===== src/rtl/mem_arbiter.sv =====
// Three-port arbiter (fetch, data, loader) in front of one single-port synchronous RAM.
// Fixed D > I > X priority, with anti-starvation promotion of I and X.
module mem_arbiter #(
    parameter int unsigned ADDR_W     = 32,
    parameter int unsigned STARVE_MAX = 4
) (
    input  logic              clk,
    input  logic              rst_n,

    input  logic              i_req_i,
    input  logic [ADDR_W-1:0] i_addr_i,
    output logic              i_gnt_o,
    output logic              i_rvalid_o,

    input  logic              d_req_i,
    input  logic              d_we_i,
    input  logic [3:0]        d_be_i,
    input  logic [ADDR_W-1:0] d_addr_i,
    input  logic [31:0]       d_wdata_i,
    output logic              d_gnt_o,
    output logic              d_rvalid_o,

    input  logic              x_req_i,
    input  logic              x_we_i,
    input  logic [ADDR_W-1:0] x_addr_i,
    input  logic [31:0]       x_wdata_i,
    output logic              x_gnt_o,
    output logic              x_rvalid_o,

    output logic [31:0]       rdata_o,

    output logic              mem_en_o,
    output logic [3:0]        mem_we_o,
    output logic [ADDR_W-3:0] mem_addr_o,
    output logic [31:0]       mem_wdata_o,
    input  logic [31:0]       mem_rdata_i
);

    localparam int unsigned CntW = $clog2(STARVE_MAX + 1);
    localparam logic [CntW-1:0] CntMax = CntW'(STARVE_MAX);

    logic [CntW-1:0] i_starve_q, i_starve_d;
    logic [CntW-1:0] x_starve_q, x_starve_d;
    // Pending read owner, one-hot {d, i, x}
    logic [2:0]      pend_q, pend_d;

    always_comb begin
        i_gnt_o = 1'b0;
        d_gnt_o = 1'b0;
        x_gnt_o = 1'b0;
        if (rst_n) begin
            if (x_req_i && (x_starve_q == CntMax)) begin
                x_gnt_o = 1'b1;
            end else if (i_req_i && (i_starve_q == CntMax)) begin
                i_gnt_o = 1'b1;
            end else if (d_req_i) begin
                d_gnt_o = 1'b1;
            end else if (i_req_i) begin
                i_gnt_o = 1'b1;
            end else if (x_req_i) begin
                x_gnt_o = 1'b1;
            end
        end
    end

    always_comb begin
        mem_en_o    = i_gnt_o | d_gnt_o | x_gnt_o;
        mem_we_o    = 4'b0000;
        mem_addr_o  = '0;
        mem_wdata_o = '0;
        if (d_gnt_o) begin
            mem_addr_o  = d_addr_i[ADDR_W-1:2];
            mem_wdata_o = d_wdata_i;
            mem_we_o    = d_we_i ? d_be_i : 4'b0000;
        end else if (i_gnt_o) begin
            mem_addr_o  = i_addr_i[ADDR_W-1:2];
        end else if (x_gnt_o) begin
            mem_addr_o  = x_addr_i[ADDR_W-1:2];
            mem_wdata_o = x_wdata_i;
            mem_we_o    = x_we_i ? 4'b1111 : 4'b0000;
        end
    end

    always_comb begin
        i_starve_d = '0;
        x_starve_d = '0;
        if (i_req_i && !i_gnt_o) begin
            i_starve_d = (i_starve_q == CntMax) ? CntMax : i_starve_q + 1'b1;
        end
        if (x_req_i && !x_gnt_o) begin
            x_starve_d = (x_starve_q == CntMax) ? CntMax : x_starve_q + 1'b1;
        end
        pend_d = {d_gnt_o & ~d_we_i, i_gnt_o, x_gnt_o & ~x_we_i};
    end

    always_ff @(posedge clk) begin
        if (!rst_n) begin
            i_starve_q <= '0;
            x_starve_q <= '0;
            pend_q     <= 3'b000;
        end else begin
            i_starve_q <= i_starve_d;
            x_starve_q <= x_starve_d;
            pend_q     <= pend_d;
        end
    end

    // Masking with rst_n kills a read issued just before reset was asserted
    assign d_rvalid_o = pend_q[2] & rst_n;
    assign i_rvalid_o = pend_q[1] & rst_n;
    assign x_rvalid_o = pend_q[0] & rst_n;
    assign rdata_o    = mem_rdata_i;

endmodule


===== config.mk =====
export PLATFORM = sky130hd
export DESIGN_NAME = mem_arbiter
export DESIGN_NICKNAME = d
export VERILOG_FILES = /design/src/rtl/mem_arbiter.sv
export SDC_FILE = /design/constraint.sdc
export NUM_CORES = 1
export LEC_CHECK = 0
export BUFFER_PORTS_ARGS = -buffer_cell sky130_fd_sc_hd__clkbuf_2
export CAP_MARGIN = 20
export CORE_AREA = 2 2 120 122
export DETAILED_ROUTE_END_ITERATION = 10
export DIE_AREA = 0 0 122 124
export PLACE_DENSITY_LB_ADDON = 0.25
export SLEW_MARGIN = 20
export SYNTH_ARGS = -nofsm -noshare
export SYNTH_HDL_FRONTEND = slang
export SYNTH_SLANG_ARGS = --single-unit

===== constraint.sdc =====
create_clock -name clk -period 4.68 [get_ports clk]
set_input_delay 1.17 -clock clk [delete_from_list [all_inputs] [get_ports clk]]
set_output_delay 1.17 -clock clk [all_outputs]
set_load 0.05 [all_outputs]

==> summary by stage <==
Synth
The area share of the largest cell type after synthesis is 0.136. For this run, the leading register cell type out of synthesis is sky130_fd_sc_hd__dfxtp_1. The number of unique standard cell types used by synthesis is 31.

The number of enable-type register cells in the synthesized netlist is 0. After synthesis the cells add up to 2070 um2. By count the netlist is led by sky130_fd_sc_hd__and2_1 (36), sky130_fd_sc_hd__buf_4 (34), sky130_fd_sc_hd__a22o_1 (32), sky130_fd_sc_hd__nand3_1 (32). Counting every net in the synthesized netlist gives 481. sky130_fd_sc_hd__and2_1 is the most common cell in the netlist. Ranked by total cell area, the synthesized netlist is headed by sky130_fd_sc_hd__a22o_1 (14%), sky130_fd_sc_hd__a2bb2oi_1 (13%), sky130_fd_sc_hd__o311ai_1 (13%). After synthesis the netlist holds a flip-flop and latch count of 9.

The synthesized netlist cell count is 274. The fraction of registers with async set or reset after synthesis is 0. The average instance area after synthesis is 7.54 um2.

Yosys printed 0 warnings. The share of the Yosys chip area taken by registers is 0.0872. Of all cell types, the one taking the most synthesized area is sky130_fd_sc_hd__a22o_1.

Timing
The clock period minus worst slack is 4.19 ns. The slack of the critical path is 0.495 ns. The number of slew-limit violations in the final report is 0. The actual slew at the worst max-slew pin is 0.580 ns. The worst clock skew on the final layout is 0.000881 ns. The setup TNS is 0 ns.

Setup repair after global routing left no endpoint under its margin. The hold violation total from the final report is 0. The total setup violations reported at the end of the flow is 0. Timing would allow up to 0.239 GHz. Headroom to the max-slew limit came out at 0.611.

The final critical-path share of the clock period is 0.894.

Die
The floorplan step set the die height to 124 um. The die is 122 um wide. The placement row count is 43.

The die covers 15,100 um2. The core region is 13,700 um2. For this configuration, the core starts out at a cell density of 0.151. The top-level I/O count is 308.

Clock network
The total clock buffers created by CTS is 3. The clock sink total is 9. In this run the clock root is driven by a sky130_fd_sc_hd__clkbuf_16. Post-CTS timing repair inserted 0 buffers for setup.

Clock latency on the worst-skew pair, taken at its later pin, is 0.23 ns. Buffers inserted to repair hold after CTS numbered 0. The clock tree buffer depth is 2. The count of H-tree levels built during CTS is 1. TritonCTS built the clock tree. Clock-pin slew was measured on the worst setup and hold paths at 0.04 ns. Once the clock tree was built, the resizer swapped 0 gates to a different size.

Place
The congestion estimate from routability-driven global placement came to 0.714. The half-perimeter wire length after placement is 9.24 mm. Input and output buffers added on the ports amount to 237. The worst slack at placement is 0.468 ns.

Critical path
The startpoint type of the worst setup path is a primary input. The maximum single-stage delay on the critical path is 0.52 ns. The required time of the worst setup path is 3.51 ns.

The critical path is of the in -> out type. The signal on the critical path passes through clkbuf_2 > o2bb2ai_2 > and2_1 > buf_4 > a22o_1 > clkbuf_2. The most used cell along the critical path is sky130_fd_sc_hd__clkbuf_2. Along the worst path, the maximum fanout reaches 38. The category of cells accounting for the largest share of critical-path delay is buffers and inverters. The kind of end point of the critical path is an output port. Data arrives at the worst endpoint at 3.02 ns.

The critical path contains buffers and inverters numbering 3 combined. The cell at the slowest stage of the critical path is sky130_fd_sc_hd__o2bb2ai_2.

Global routing
After global routing the overflow that remains totals 0. The fraction of met2 tracks used by global routing is 0.273. The met1 track utilization from global routing is 0.128. The number of antenna violations at the first check in global routing is 0. The first global-routing pass estimated 14.7 mm of wire.

The via count of the first global-routing pass was 2,599. The combined global-route utilization of all metal layers is 0.130. After global routing, the most crowded layer is met2. The pin count of the biggest net entering global routing is 39. The met3 track demand over resource in global routing is 0.0188.

Finish
The number of nets in the layout is 668. The area growth from synthesis to layout is 65.0%. In the final layout, the share of cells above drive strength 1 is 0.557. 0 antenna diodes ended up in the layout.

Route
The first detailed-routing pass took 4 iterations. Summing over every cut layer, the via total after detailed routing is 2,865. The detailed router finished its first iteration with 79 violations.

The remaining routing DRC violations is 0. In the final routed layout, each cell accounts on average for 17.2 um. Once detail routing completed, the nets flagged for antenna violations numbered 0. The routed wire length is 11.0 mm. Dividing the detail-routed via count by the number of cells gives 4.48.

Pwr
For this design the static power due to leakage is 1.70 nW. The worst vdd rail ir drop is 0.0819 mV. Dividing total power by cell area gives a power density of 185 nW/um2.

Outcome
The flow ran to the end, and the final reports show no timing, DRC or antenna violations.

Flow run
The count of max-cap constraint violations is 0.

Worst hold path
The min-delay analysis places its worst path in the category reg -> reg.
-- sequential cells by signal, indices dropped and copies added, names as in the netlist --
name and flops:
i_starve_q 3, x_starve_q 3, pend_q 3
-- worst paths after layout --
path	startpoint	endpoint	slack, ns	cells after the start
max	i_req_i	mem_wdata_o[31]	0.49	6
min	x_starve_q[0]	x_starve_q[0]	0.44	1
min reg2reg	x_starve_q[0]	x_starve_q[0]	0.44	1
max reg2reg	x_starve_q[0]	pend_q[0]	2.97	6
-- layout make-up --
class,count,area [um2]
fillers,1542,10300
inverters,8,32.5
clock buffers,4,78.8
flip-flops and latches,9,180
well taps,180,225
repair buffers,247,1450
multi-input cells,192,1440
-- through the flow --
step | hold slack (ns) | power (mW) | cell area, um2 | std cells | utilization
4_1_cts | 0.448 | 0.639 | 3410 | 640 | 0.248
6_report | 0.440 | 0.630 | 3410 | 640 | 0.248
3_3_place_gp | 0.430 | 0.484 | 3330 | 636 | 0.243
3_5_place_dp | 0.441 | 0.485 | 3330 | 636 | 0.243
5_1_grt | 0.474 | 0.664 | 3410 | 640 | 0.248
2_1_floorplan | 0.417 | 0.407 | 2070 | 274 | -
-- worst reg2reg max path, stage by stage, from the launching register on --
cell and delay, ns:
sky130_fd_sc_hd__dfxtp_1 0.31, sky130_fd_sc_hd__inv_1 0.06, sky130_fd_sc_hd__ha_1 0.22, sky130_fd_sc_hd__o2bb2ai_2 0.28, sky130_fd_sc_hd__and2_1 0.20, sky130_fd_sc_hd__buf_4 0.37, sky130_fd_sc_hd__nor2b_1 0.20
-- layout by cell type (no fill, tap or decap) --
cell | synthesis | final
sky130_fd_sc_hd__clkbuf_2 | 1 | 225
sky130_fd_sc_hd__and2_1 | 36 | 36
sky130_fd_sc_hd__nand3_1 | 32 | 32
sky130_fd_sc_hd__a22o_1 | 32 | 32
sky130_fd_sc_hd__o311ai_1 | 30 | 30
sky130_fd_sc_hd__a2bb2oi_1 | 30 | 30
sky130_fd_sc_hd__buf_12 | 0 | 13
sky130_fd_sc_hd__dfxtp_1 | 9 | 9
sky130_fd_sc_hd__buf_4 | 34 | 9
sky130_fd_sc_hd__inv_1 | 6 | 6
sky130_fd_sc_hd__nor2_1 | 6 | 6
sky130_fd_sc_hd__a32o_1 | 4 | 4
sky130_fd_sc_hd__ha_1 | 4 | 4
sky130_fd_sc_hd__nor3_1 | 3 | 3
sky130_fd_sc_hd__clkbuf_16 | 0 | 3
sky130_fd_sc_hd__nor4_1 | 2 | 2
sky130_fd_sc_hd__nand4_2 | 1 | 1
sky130_fd_sc_hd__inv_4 | 1 | 1
sky130_fd_sc_hd__inv_2 | 1 | 1
sky130_fd_sc_hd__and3_1 | 1 | 1
sky130_fd_sc_hd__a21boi_2 | 1 | 1
sky130_fd_sc_hd__nor2b_2 | 0 | 1
sky130_fd_sc_hd__o2bb2ai_2 | 1 | 1
sky130_fd_sc_hd__o211ai_1 | 1 | 1
sky130_fd_sc_hd__nand3b_1 | 1 | 1
sky130_fd_sc_hd__o21ai_0 | 1 | 1
sky130_fd_sc_hd__a311oi_1 | 1 | 1
sky130_fd_sc_hd__nor3b_1 | 1 | 1
sky130_fd_sc_hd__nand2b_1 | 1 | 1
sky130_fd_sc_hd__nand2_1 | 1 | 1
sky130_fd_sc_hd__nor2b_1 | 2 | 1
sky130_fd_sc_hd__clkbuf_1 | 14 | 1
-- metal layers --
metal  up-vias  routed length, um  share of wire
li1       1408                  -              -
met1      1276               3680           0.33
met2       163               6190           0.56
met3        18                872          0.079
met4         0                257          0.023
met5         -                  0              0
-- where the power goes --
group          leakage (nW)  internal (mW)  switching (mW)
combinational          1.59          0.146           0.254
clock                0.0382          0.114          0.0362
sequential           0.0732         0.0791        0.000974
-- logic make-up (layout without fill, tap and decap cells) --
logic type	Yosys count	in the layout	synth area share
compound gates	101	101	0.432
simple gates	87	87	0.238
buf+inv	73	259	0.218
flops	9	9	0.0872
fa+ha+maj	4	4	0.0242
Power figures use the tool's default switching activity.
